--- src/rtl/bfp_pkg.sv ---
// Shared constants and types for the block-floating-point exponent stage.
package bfp_pkg;

  localparam int INPUT_WIDTH  = 23;
  localparam int OUTPUT_WIDTH = 11;
  localparam int SHIFT_WIDTH  = 5;
  localparam int SHIFT_TARGET = INPUT_WIDTH - OUTPUT_WIDTH;

  // One complex butterfly output as stored in the ping-pong buffer.
  typedef struct packed {
    logic signed [INPUT_WIDTH-1:0] re;
    logic signed [INPUT_WIDTH-1:0] im;
  } cplx_t;

  // Read side is either waiting for a completed bank or replaying one.
  typedef enum logic {
    IDLE,
    DRAIN
  } state_t;

endpackage

--- src/rtl/sign_headroom.sv ---
// Combinational leading-sign counter: number of redundant sign bits of a
// two's-complement value (0 = no headroom, INPUT_WIDTH-1 = value is 0 or -1).
module sign_headroom #(
  parameter int INPUT_WIDTH = bfp_pkg::INPUT_WIDTH,
  parameter int SHIFT_WIDTH = bfp_pkg::SHIFT_WIDTH
) (
  input  logic [INPUT_WIDTH-1:0] value,
  output logic [SHIFT_WIDTH-1:0] headroom
);

  // differs[i] marks bits that no longer copy the sign bit.
  logic [INPUT_WIDTH-2:0] differs;

  for (genvar gi = 0; gi < INPUT_WIDTH - 1; gi++) begin : g_diff
    assign differs[gi] = value[gi] ^ value[INPUT_WIDTH-1];
  end

  // Priority encode the highest differing bit; later (higher) hits win.
  always_comb begin
    headroom = SHIFT_WIDTH'(INPUT_WIDTH - 1);
    for (int i = 0; i < INPUT_WIDTH - 1; i++) begin
      if (differs[i]) begin
        headroom = SHIFT_WIDTH'(INPUT_WIDTH - 2 - i);
      end
    end
  end

endmodule

--- src/rtl/bfp_scale_detect.sv ---
// Block-floating-point exponent stage: buffers a frame in a ping-pong memory,
// tracks its minimum sign headroom, then replays it with a per-frame shift.
module bfp_scale_detect #(
  parameter int INPUT_WIDTH  = bfp_pkg::INPUT_WIDTH,
  parameter int OUTPUT_WIDTH = bfp_pkg::OUTPUT_WIDTH,
  parameter int SHIFT_WIDTH  = bfp_pkg::SHIFT_WIDTH,
  parameter int SHIFT_TARGET = INPUT_WIDTH - OUTPUT_WIDTH,
  parameter int FRAME_LEN    = 16
) (
  input  logic                          clk,
  input  logic                          rst,
  input  logic                          in_valid,
  input  logic signed [INPUT_WIDTH-1:0] in_re,
  input  logic signed [INPUT_WIDTH-1:0] in_im,
  output logic                          out_valid,
  output logic signed [INPUT_WIDTH-1:0] out_re,
  output logic signed [INPUT_WIDTH-1:0] out_im,
  output logic [SHIFT_WIDTH-1:0]        out_shift,
  output logic                          out_sof,
  output logic                          out_eof
);
  import bfp_pkg::*;

  localparam int ADDR_W = $clog2(FRAME_LEN);
  localparam logic [ADDR_W-1:0]      LAST_ADDR    = ADDR_W'(FRAME_LEN - 1);
  localparam logic [SHIFT_WIDTH-1:0] HEADROOM_MAX = SHIFT_WIDTH'(INPUT_WIDTH - 1);
  localparam logic [SHIFT_WIDTH-1:0] SHIFT_MAX    = SHIFT_WIDTH'(SHIFT_TARGET);

  // Two banks of FRAME_LEN words, addressed as {bank, sample index}.
  logic [2*INPUT_WIDTH-1:0] mem [2*FRAME_LEN];

  logic [ADDR_W-1:0]            wcnt_reg;
  logic [ADDR_W-1:0]            rcnt_reg;
  logic                         wb_reg;
  logic                         rb_reg;
  logic [1:0]                   ready_reg;
  logic [1:0][SHIFT_WIDTH-1:0]  shift_reg;
  logic [SHIFT_WIDTH-1:0]       hmin_reg;
  logic [SHIFT_WIDTH-1:0]       h_re;
  logic [SHIFT_WIDTH-1:0]       h_im;
  logic [SHIFT_WIDTH-1:0]       h_frame;
  logic [SHIFT_WIDTH-1:0]       h_clamped;
  state_t                       state_reg;
  state_t                       state_next;
  logic                         frame_done;
  logic                         drain;
  logic                         eof;

  sign_headroom #(
    .INPUT_WIDTH(INPUT_WIDTH),
    .SHIFT_WIDTH(SHIFT_WIDTH)
  ) u_headroom_re (
    .value   (in_re),
    .headroom(h_re)
  );

  sign_headroom #(
    .INPUT_WIDTH(INPUT_WIDTH),
    .SHIFT_WIDTH(SHIFT_WIDTH)
  ) u_headroom_im (
    .value   (in_im),
    .headroom(h_im)
  );

  assign frame_done = in_valid && (wcnt_reg == LAST_ADDR);
  assign drain      = (state_reg == DRAIN);
  assign eof        = drain && (rcnt_reg == LAST_ADDR);

  // Running minimum including the current sample, and its clamp to the scaler range.
  always_comb begin
    h_frame = hmin_reg;
    if (h_re < h_frame) h_frame = h_re;
    if (h_im < h_frame) h_frame = h_im;
    h_clamped = (h_frame > SHIFT_MAX) ? SHIFT_MAX : h_frame;
  end

  // Sample storage; the write bank never equals the bank being drained.
  always_ff @(posedge clk) begin
    if (in_valid) begin
      mem[{wb_reg, wcnt_reg}] <= {in_re, in_im};
    end
  end

  // Write side: sample counter, headroom accumulator, per-bank shift and ready flags.
  always_ff @(posedge clk or posedge rst) begin
    if (rst) begin
      wcnt_reg  <= '0;
      wb_reg    <= 1'b0;
      hmin_reg  <= HEADROOM_MAX;
      shift_reg <= '0;
      ready_reg <= '0;
    end else begin
      if (in_valid) begin
        wcnt_reg <= wcnt_reg + 1'b1;
        if (frame_done) begin
          shift_reg[wb_reg] <= h_clamped;
          ready_reg[wb_reg] <= 1'b1;
          wb_reg            <= ~wb_reg;
          hmin_reg          <= HEADROOM_MAX;
        end else begin
          hmin_reg <= h_frame;
        end
      end
      // A completing frame and a finishing drain always touch different banks.
      if (eof) begin
        ready_reg[rb_reg] <= 1'b0;
      end
    end
  end

  // Read FSM state register.
  always_ff @(posedge clk or posedge rst) begin
    if (rst) begin
      state_reg <= IDLE;
    end else begin
      state_reg <= state_next;
    end
  end

  // Read FSM next state: start on any ready bank, chain straight into the other bank.
  always_comb begin
    state_next = state_reg;
    case (state_reg)
      IDLE:    if (|ready_reg) state_next = DRAIN;
      DRAIN:   if (eof && !ready_reg[~rb_reg]) state_next = IDLE;
      default: state_next = IDLE;
    endcase
  end

  // Replay path: registered memory read plus framing flags; data and shift hold when idle.
  always_ff @(posedge clk or posedge rst) begin
    if (rst) begin
      rcnt_reg  <= '0;
      rb_reg    <= 1'b0;
      out_valid <= 1'b0;
      out_sof   <= 1'b0;
      out_eof   <= 1'b0;
      out_re    <= '0;
      out_im    <= '0;
      out_shift <= '0;
    end else if (drain) begin
      out_valid        <= 1'b1;
      {out_re, out_im} <= mem[{rb_reg, rcnt_reg}];
      out_shift        <= shift_reg[rb_reg];
      out_sof          <= (rcnt_reg == '0);
      out_eof          <= eof;
      rcnt_reg         <= rcnt_reg + 1'b1;
      if (eof) begin
        rb_reg <= ~rb_reg;
      end
    end else begin
      out_valid <= 1'b0;
      out_sof   <= 1'b0;
      out_eof   <= 1'b0;
    end
  end

endmodule

--- config.mk ---
export PLATFORM = sky130hd
export DESIGN_NAME = bfp_scale_detect
export DESIGN_NICKNAME = d
export VERILOG_FILES = /design/src/rtl/bfp_pkg.sv /design/src/rtl/sign_headroom.sv /design/src/rtl/bfp_scale_detect.sv
export SDC_FILE = /design/constraint.sdc
export NUM_CORES = 2
export LEC_CHECK = 0
export CAP_MARGIN = 25
export CORE_MARGIN = 5
export CORE_UTILIZATION = 56
export DETAILED_ROUTE_END_ITERATION = 6
export GPL_TIMING_DRIVEN = 0
export PLACE_DENSITY = 0.74
export SYNTH_ARGS = -nofsm -noshare
export SYNTH_HDL_FRONTEND = slang
export SYNTH_SLANG_ARGS = --single-unit
--- constraint.sdc ---
create_clock -name clk -period 4.3 [get_ports clk]
set_input_delay 0.645 -clock clk [delete_from_list [all_inputs] [get_ports clk]]
set_output_delay 0.645 -clock clk [all_outputs]
set_load 0.05 [all_outputs]
=== Yosys cells after proc, flatten, opt, wreduce, memory -nomap -nowiden ===
Memory sizes are Yosys's and may differ from the RTL's. A register that Yosys moved wholly into a read port is not among the register bits.
Index checks and enable logic that the tools add are counted.

* Register bits after elaboration: 36
* Latch bits: 0
* Bits in writable memories: 1472
* Bits in read-only memories: 0
* Bits of input ports: 49
* Output and inout bits: 54
* Memories: 1

* Add/sub/neg operators: 2
* Multiply operators: 0
* Divide/modulo/power cells: 0
* Magnitude comparators: 8
* Equality and inequality tests: 2
* Shift-type cells: 0
* Muxes and demuxes: 70
* Bitwise operators: 50
* Reduce and logical (&&, ||, !) cells: 10

{| class="wikitable"
|+ Memory list
! name !! words !! bits a word !! rd ports !! clocked after Yosys merged registers in !! wr ports !! line !! RTL
|-
| mem || 32 || 46 || 1 || 1 || 1 || bfp_scale_detect.sv:30 || <nowiki>logic [2*INPUT_WIDTH-1:0] mem [2*FRAME_LEN];</nowiki>
|}

{| class="wikitable"
|+ Operators by type and width
! operator !! number
|-
| 2-to-1 mux 5 bit || 39
|-
| XOR 1 bit || 44
|-
| 2-to-1 mux 3 bit || 8
|-
| 2-to-1 mux 2 bit || 7
|-
| 2-to-1 mux 1 bit || 11
|-
| bitwise mux 10 bit || 1
|-
| less-than comparator 5 bit || 2
|-
| adder 4 x 1 -> 4 bit (second input constant) || 2
|-
| == test 4 bit (second input constant) || 2
|-
| less-than comparator 1 x 2 -> 1 bit (second input constant) || 3
|-
| demux 5 bit (select 1 bit) || 1
|-
| greater-than comparator 5 x 4 -> 1 bit (second input constant) || 1
|-
| logical AND 1 bit || 5
|-
| zero test 4 bit || 1
|-
| AND reduction 2 bit || 2
|-
| NOT 1 bit || 3
|-
| AND 2 bit || 1
|-
| demux 1 bit (select 1 bit) || 2
|-
| >= comparator 1 bit (second input constant) || 2
|-
| NOT 2 bit || 1
|-
| OR 2 bit || 1
|-
| one-hot mux 1 bit (2 select lines) || 1
|-
| OR reduction 2 bit || 1
|-
| zero test 1 bit || 1
|}

=== Logic depth before layout (Yosys ltp) ===
* Word-level depth: 30
* Depth in mapped cells: 25
* Depth with buffers taken out: 22

=== Hierarchy ===
Synthesis repeated with hierarchy kept, for this count alone.

* Cells, all modules: 2650
* Area, all modules: 60312.8 um^2

{| class="wikitable"
|+ Modules (own cells, without submodules)
! module !! times used !! cells an instance !! area an instance (um^2)
|-
| bfp_scale_detect || 1 || 2468 || 59266.8
|-
| sign_headroom || 2 || 91 || 523.0
|}

=== Worst setup path before layout ===
OpenSTA, ideal clock, no wires.

* Path kind: input to register
* From: input port in_valid
* To: memory mem[3][0] (netlist name), enable pin
* Arrival: 4406 ps
* Setup slack: -613 ps
* Stages on the path: 4
* Path buffers: 1
* Cell sequence: clkbuf_1 nand2_1 or2_2 nor3_1

* Word-level cells in the longest chain between the ends: 2

{| class="wikitable"
|+ Ends and longest elaborated chain
! element !! line !! RTL
|-
| start, declared || bfp_scale_detect.sv:12 || <nowiki>input logic in_valid,</nowiki>
|-
| 2-to-1 mux 1 bit || bfp_scale_detect.sv:79 || <nowiki>if (in_valid) begin</nowiki>
|-
| 2-to-1 mux 1 bit (implied by the code) || bfp_scale_detect.sv:80 || <nowiki>mem[{wb_reg, wcnt_reg}] <= {in_re, in_im};</nowiki>
|-
| end, declared || bfp_scale_detect.sv:30 ||
|}

Every way passes these cells.

=== Worst setup path after layout ===
* From: input port in_re[22]
* To: register shift_reg[2] (netlist name)

* Word-level cells in the longest chain between the ends: 30
* Elaborated cells between the ends (all ways): 51
* Those cells by class: order compare: 3; mux: 26; bitwise: 22

{| class="wikitable"
|+ Ends and longest elaborated chain
! element !! line !! RTL
|-
| start, declared || bfp_scale_detect.sv:13 || <nowiki>input logic signed [INPUT_WIDTH-1:0] in_re,</nowiki>
|-
| XOR 1 bit || sign_headroom.sv:15 || <nowiki>assign differs[gi] = value[gi] ^ value[INPUT_WIDTH-1];</nowiki>
|-
| 2-to-1 mux 2 bit (2 in series) || sign_headroom.sv:22 || <nowiki>if (differs[i]) begin</nowiki>
|-
| 2-to-1 mux 3 bit (4 in series) || sign_headroom.sv:22 ||
|-
| 2-to-1 mux 5 bit (15 in series) || sign_headroom.sv:22 ||
|-
| 2-to-1 mux 5 bit * || sign_headroom.sv:22 ||
|-
| less-than comparator 5 bit || bfp_scale_detect.sv:72 || <nowiki>if (h_re < h_frame) h_frame = h_re;</nowiki>
|-
| 2-to-1 mux 5 bit * || bfp_scale_detect.sv:72 ||
|-
| less-than comparator 5 bit || bfp_scale_detect.sv:73 || <nowiki>if (h_im < h_frame) h_frame = h_im;</nowiki>
|-
| 2-to-1 mux 5 bit * || bfp_scale_detect.sv:73 ||
|-
| greater-than comparator 5 x 4 -> 1 bit || bfp_scale_detect.sv:74 || <nowiki>h_clamped = (h_frame > SHIFT_MAX) ? SHIFT_MAX : h_frame;</nowiki>
|-
| 2-to-1 mux 5 bit * || bfp_scale_detect.sv:74 ||
|-
| bitwise mux 10 bit * || bfp_scale_detect.sv:96 || <nowiki>shift_reg[wb_reg] <= h_clamped;</nowiki>
|-
| end signal, assigned by index || bfp_scale_detect.sv:96 ||
|-
| end, declared || bfp_scale_detect.sv:37 || <nowiki>logic [1:0][SHIFT_WIDTH-1:0] shift_reg;</nowiki>
|}

Every way passes the cells marked *; elsewhere a longest branch is shown, timed or not.
A chain may end at the register's enable or synchronous reset.

==> flow_metrics.tcl <==
set metrics [dict create \
    power_density_nw_per_um2 645 \
    place_ws_ns -2.26 \
    fp-row-count 120 \
    max-vdd-ir-drop_v 0.000355 \
    setup_viol 7 \
    finalHoldViolCount 0 \
    drc 1 \
    routed_via_density 6.66 \
    slowest_stage "mux2_4" \
    reg_top3 "mem: 1472 flops, out_im: 23 flops, out_re: 23 flops" \
    synth.area.top_cells "edfxtp_1, mux4_2, dfrtp_1, mux2i_1, nor2_1" \
    seq_area_frac_synth_pct 76.8 \
    top_register "mem" \
    ant_nets 0 \
    start_util_pct 56.3 \
    violations "design-rule violations, negative setup slack" \
    syn_inst 2656 \
    power.total_mw 46.1 \
    fin_crit_ns 4.38 \
    syn-num-nets 2718 \
    async_reset_ff_share_pct 5.28 \
    hold_class "in2reg" \
    p_leak_nw 23.0 \
    max_stage_delay_ns 0.35 \
    finalWirelength_um 156000 \
    setup.worst_path.start_class "primary input" \
    fill_cells 6342 \
    synthTopCellsByCount "edfxtp_1, mux4_2, nor2_1" \
    yosys.area.top_type "edfxtp_1" \
    hpwl_um 98200 \
    grt_usage_pct 27.4 \
    firstDrtPassIters 7 \
    cts.htree.levels 4 \
    die_y_um 338 \
    grt_overflow 0 \
    maxCapViolCount 0 \
    fin_crit_sh_pct 102 \
    post-route-util_pct 66.9 \
    outcome "finished, violations left" \
    path_clk_slew_ns 0.06 \
    tritoncts "built" \
    drt_iter0_markers 4326 \
    syn_area_per_cell_um2 22.7 \
    clock_latency_ns 0.76 \
    skew_ns 0.0294 \
    core_um2 107000 \
    clock_path_buffers 3 \
    synth_edf_count 1472 \
    root_buffer "clkbuf_16" \
    synth-seq-cells 1554 \
    num_vias 30900 \
    crit_chain "buf_16, buf_8, buf_8, nand3_1, o21ai_2, nand2_2, a21oi_4, ha_4, a21o_1, a21oi_4, o31ai_4, mux2i_2, ha_1, a21oi_2, o21ai_4, a21o_1, a311oi_4, a211oi_2, a211oi_4, mux2_4, mux2_2" \
    largest_reg_flops 1472 \
    yosysMostFrequentCell "edfxtp_1" \
    critPathMaxFanout 36 \
    grt_pass1_wl_um 222000 \
    path_buf_inv 3 \
    top_level_ports 103 \
    crit_path_end_kind "flop" \
    startpoint "in_re[22]" \
    yosys_warnings 0 \
    die_w_um 338 \
    worst_slew_pin_slew_ns 1.14 \
    timing.final.max_slew_violations 0 \
    r2r_setup_slack_ns 0.09 \
    postCtsHoldBufs 0 \
    setup_slack_ns -0.0848 \
    routedWlPerCell_um 33.8 \
    drive_gt1_share_pct 30.6 \
    cts.sinks 1554 \
    fmax_mhz 228 \
    syn_area_um2 60200 \
    path_delay_family "compound AO/OA/AOI/OAI gates" \
    grt_antenna_before_repair 2 \
    synth-main-ff-cell "edfxtp_1" \
    hp-start "in_re[22]" \
    first_global_vias 31800 \
    required_ns 4.94 \
    finalWeightedCongestion 0.873 \
    cts_made_buffers 150 \
    timing.rr.start "rcnt_reg[1]" \
    maxSlewHeadroom_pct 24.3 \
    nets 3163 \
    area_growth_pct 18.8 \
    grt_max_degree 57 \
    worstPathArrival_ns 5.03 \
    die_area_um2 114000 \
    yosysUniqueCellTypes 65 \
    crit_type "in2reg" \
    synth_top_area_share_pct 73.4 \
    port_buffers 101 \
]
## where the power goes
| group | internal [mW] | switching, mW |
|---|---|---|
| clock network | 7.29 | 5.65 |
| logic | 6.79 | 8.25 |
| registers | 17.8 | 0.390 |
| total | 31.8 | 14.3 |
## cell type report
type | count | area [µm²] | share of cell area (%)
flip-flops and latches | 1554 | 46300 | 64.7
multi-input cells | 941 | 13800 | 19.3
repair buffers | 294 | 4230 | 5.91
clock buffers | 205 | 4130 | 5.78
well taps | 1403 | 1760 | 2.45
clock inverters | 75 | 696 | 0.973
plain buffers | 134 | 544 | 0.761
inverters | 26 | 105 | 0.147
diodes | 2 | 5.00 | 0.00700
## logic make-up (layout without fill, tap and decap cells)
group	count (synthesis)	count (layout)	share of synthesized area, %
xor+xnor	7	7	0.102
mux	527	527	18.3
flops	1554	1554	76.8
fa+ha+maj	13	13	0.270
compound gates	154	154	1.60
other cells	0	2	0
buf+inv	161	734	1.06
simple gates	240	240	1.80
## layer usage
layer / vias to the layer above / wire length [µm] / global-route usage, %
li1: 12100 / - / -
met1: 16200 / 53900 / 36.1
met2: 2163 / 79900 / 46.4
met3: 328 / 17200 / 6.11
met4: 0 / 5460 / 9.17
met5: - / 0 / 0
## cell usage in the layout, fill, tap and decap left out, types with 7 or more instances in the layout
master / netlist / layout
edfxtp_1: 1472 / 1472
mux2i_1: 59 / 56
clkdlybuf4s50_1: 0 / 63
clkbuf_8: 0 / 11
buf_16: 0 / 38
nor3_2: 1 / 11
nor2_4: 0 / 20
dfrtp_1: 79 / 79
buf_12: 0 / 31
nand3_1: 19 / 16
buf_8: 1 / 51
inv_1: 26 / 22
a21oi_1: 73 / 67
clkinv_2: 0 / 20
clkbuf_16: 0 / 161
buf_6: 2 / 51
clkinv_1: 0 / 32
buf_2: 5 / 9
bufinv_16: 0 / 8
buf_4: 0 / 25
buf_1: 33 / 33
nand2b_1: 14 / 14
clkbuf_4: 0 / 9
dlygate4sd2_1: 0 / 12
nor3_1: 27 / 14
ha_1: 13 / 10
mux4_2: 460 / 460
clkbuf_1: 94 / 130
nand4_1: 7 / 7
nor2_1: 103 / 82
nand2_1: 46 / 45
o21ai_0: 20 / 16
## what timing repair did
| item | in CTS | in global routing |
|---|---|---|
| gates cloned | 0 | 6 |
| buffers inserted | 3 | 14 |
| endpoints found under the setup margin | 16 | 14 |
| pin swaps | 4 | 14 |
| gates resized for setup | 149 | 46 |
## worst paths after layout
path	cells after the start	endpoint
worst max-delay path	21	shift_reg[2]
worst min-delay path	1	mem[16][45]
worst max register to register	9	out_re[1]
worst min register to register	1	shift_reg[4]
max in group asynchronous	3	out_im[10]
min in group asynchronous	2	out_shift[0]
## worst reg2reg max path, stage by stage, from the launching register on
cell      delay [ns]
dfrtp_1         0.35
clkbuf_1        0.50
buf_16          0.27
clkbuf_1        0.56
buf_16          0.23
clkbuf_1        0.68
mux4_2          0.43
mux4_2          0.47
mux2i_1         0.44
a21oi_1         0.13
## per-stage QoR
step                cell area [µm²]  setup TNS [ns]  hold slack, ns  instances
floorplan                     60300         -174.27           0.370       2656
global placement              63100        -3285.60           0.472       4160
detailed placement            65500          -26.53           0.478       4290
CTS                           70400               0           0.199       4573
global route                  71500           -1.11           0.180       4632
finish                        71500          -0.336           0.193       4634
Note: power is estimated with default switching activity, not from simulation.
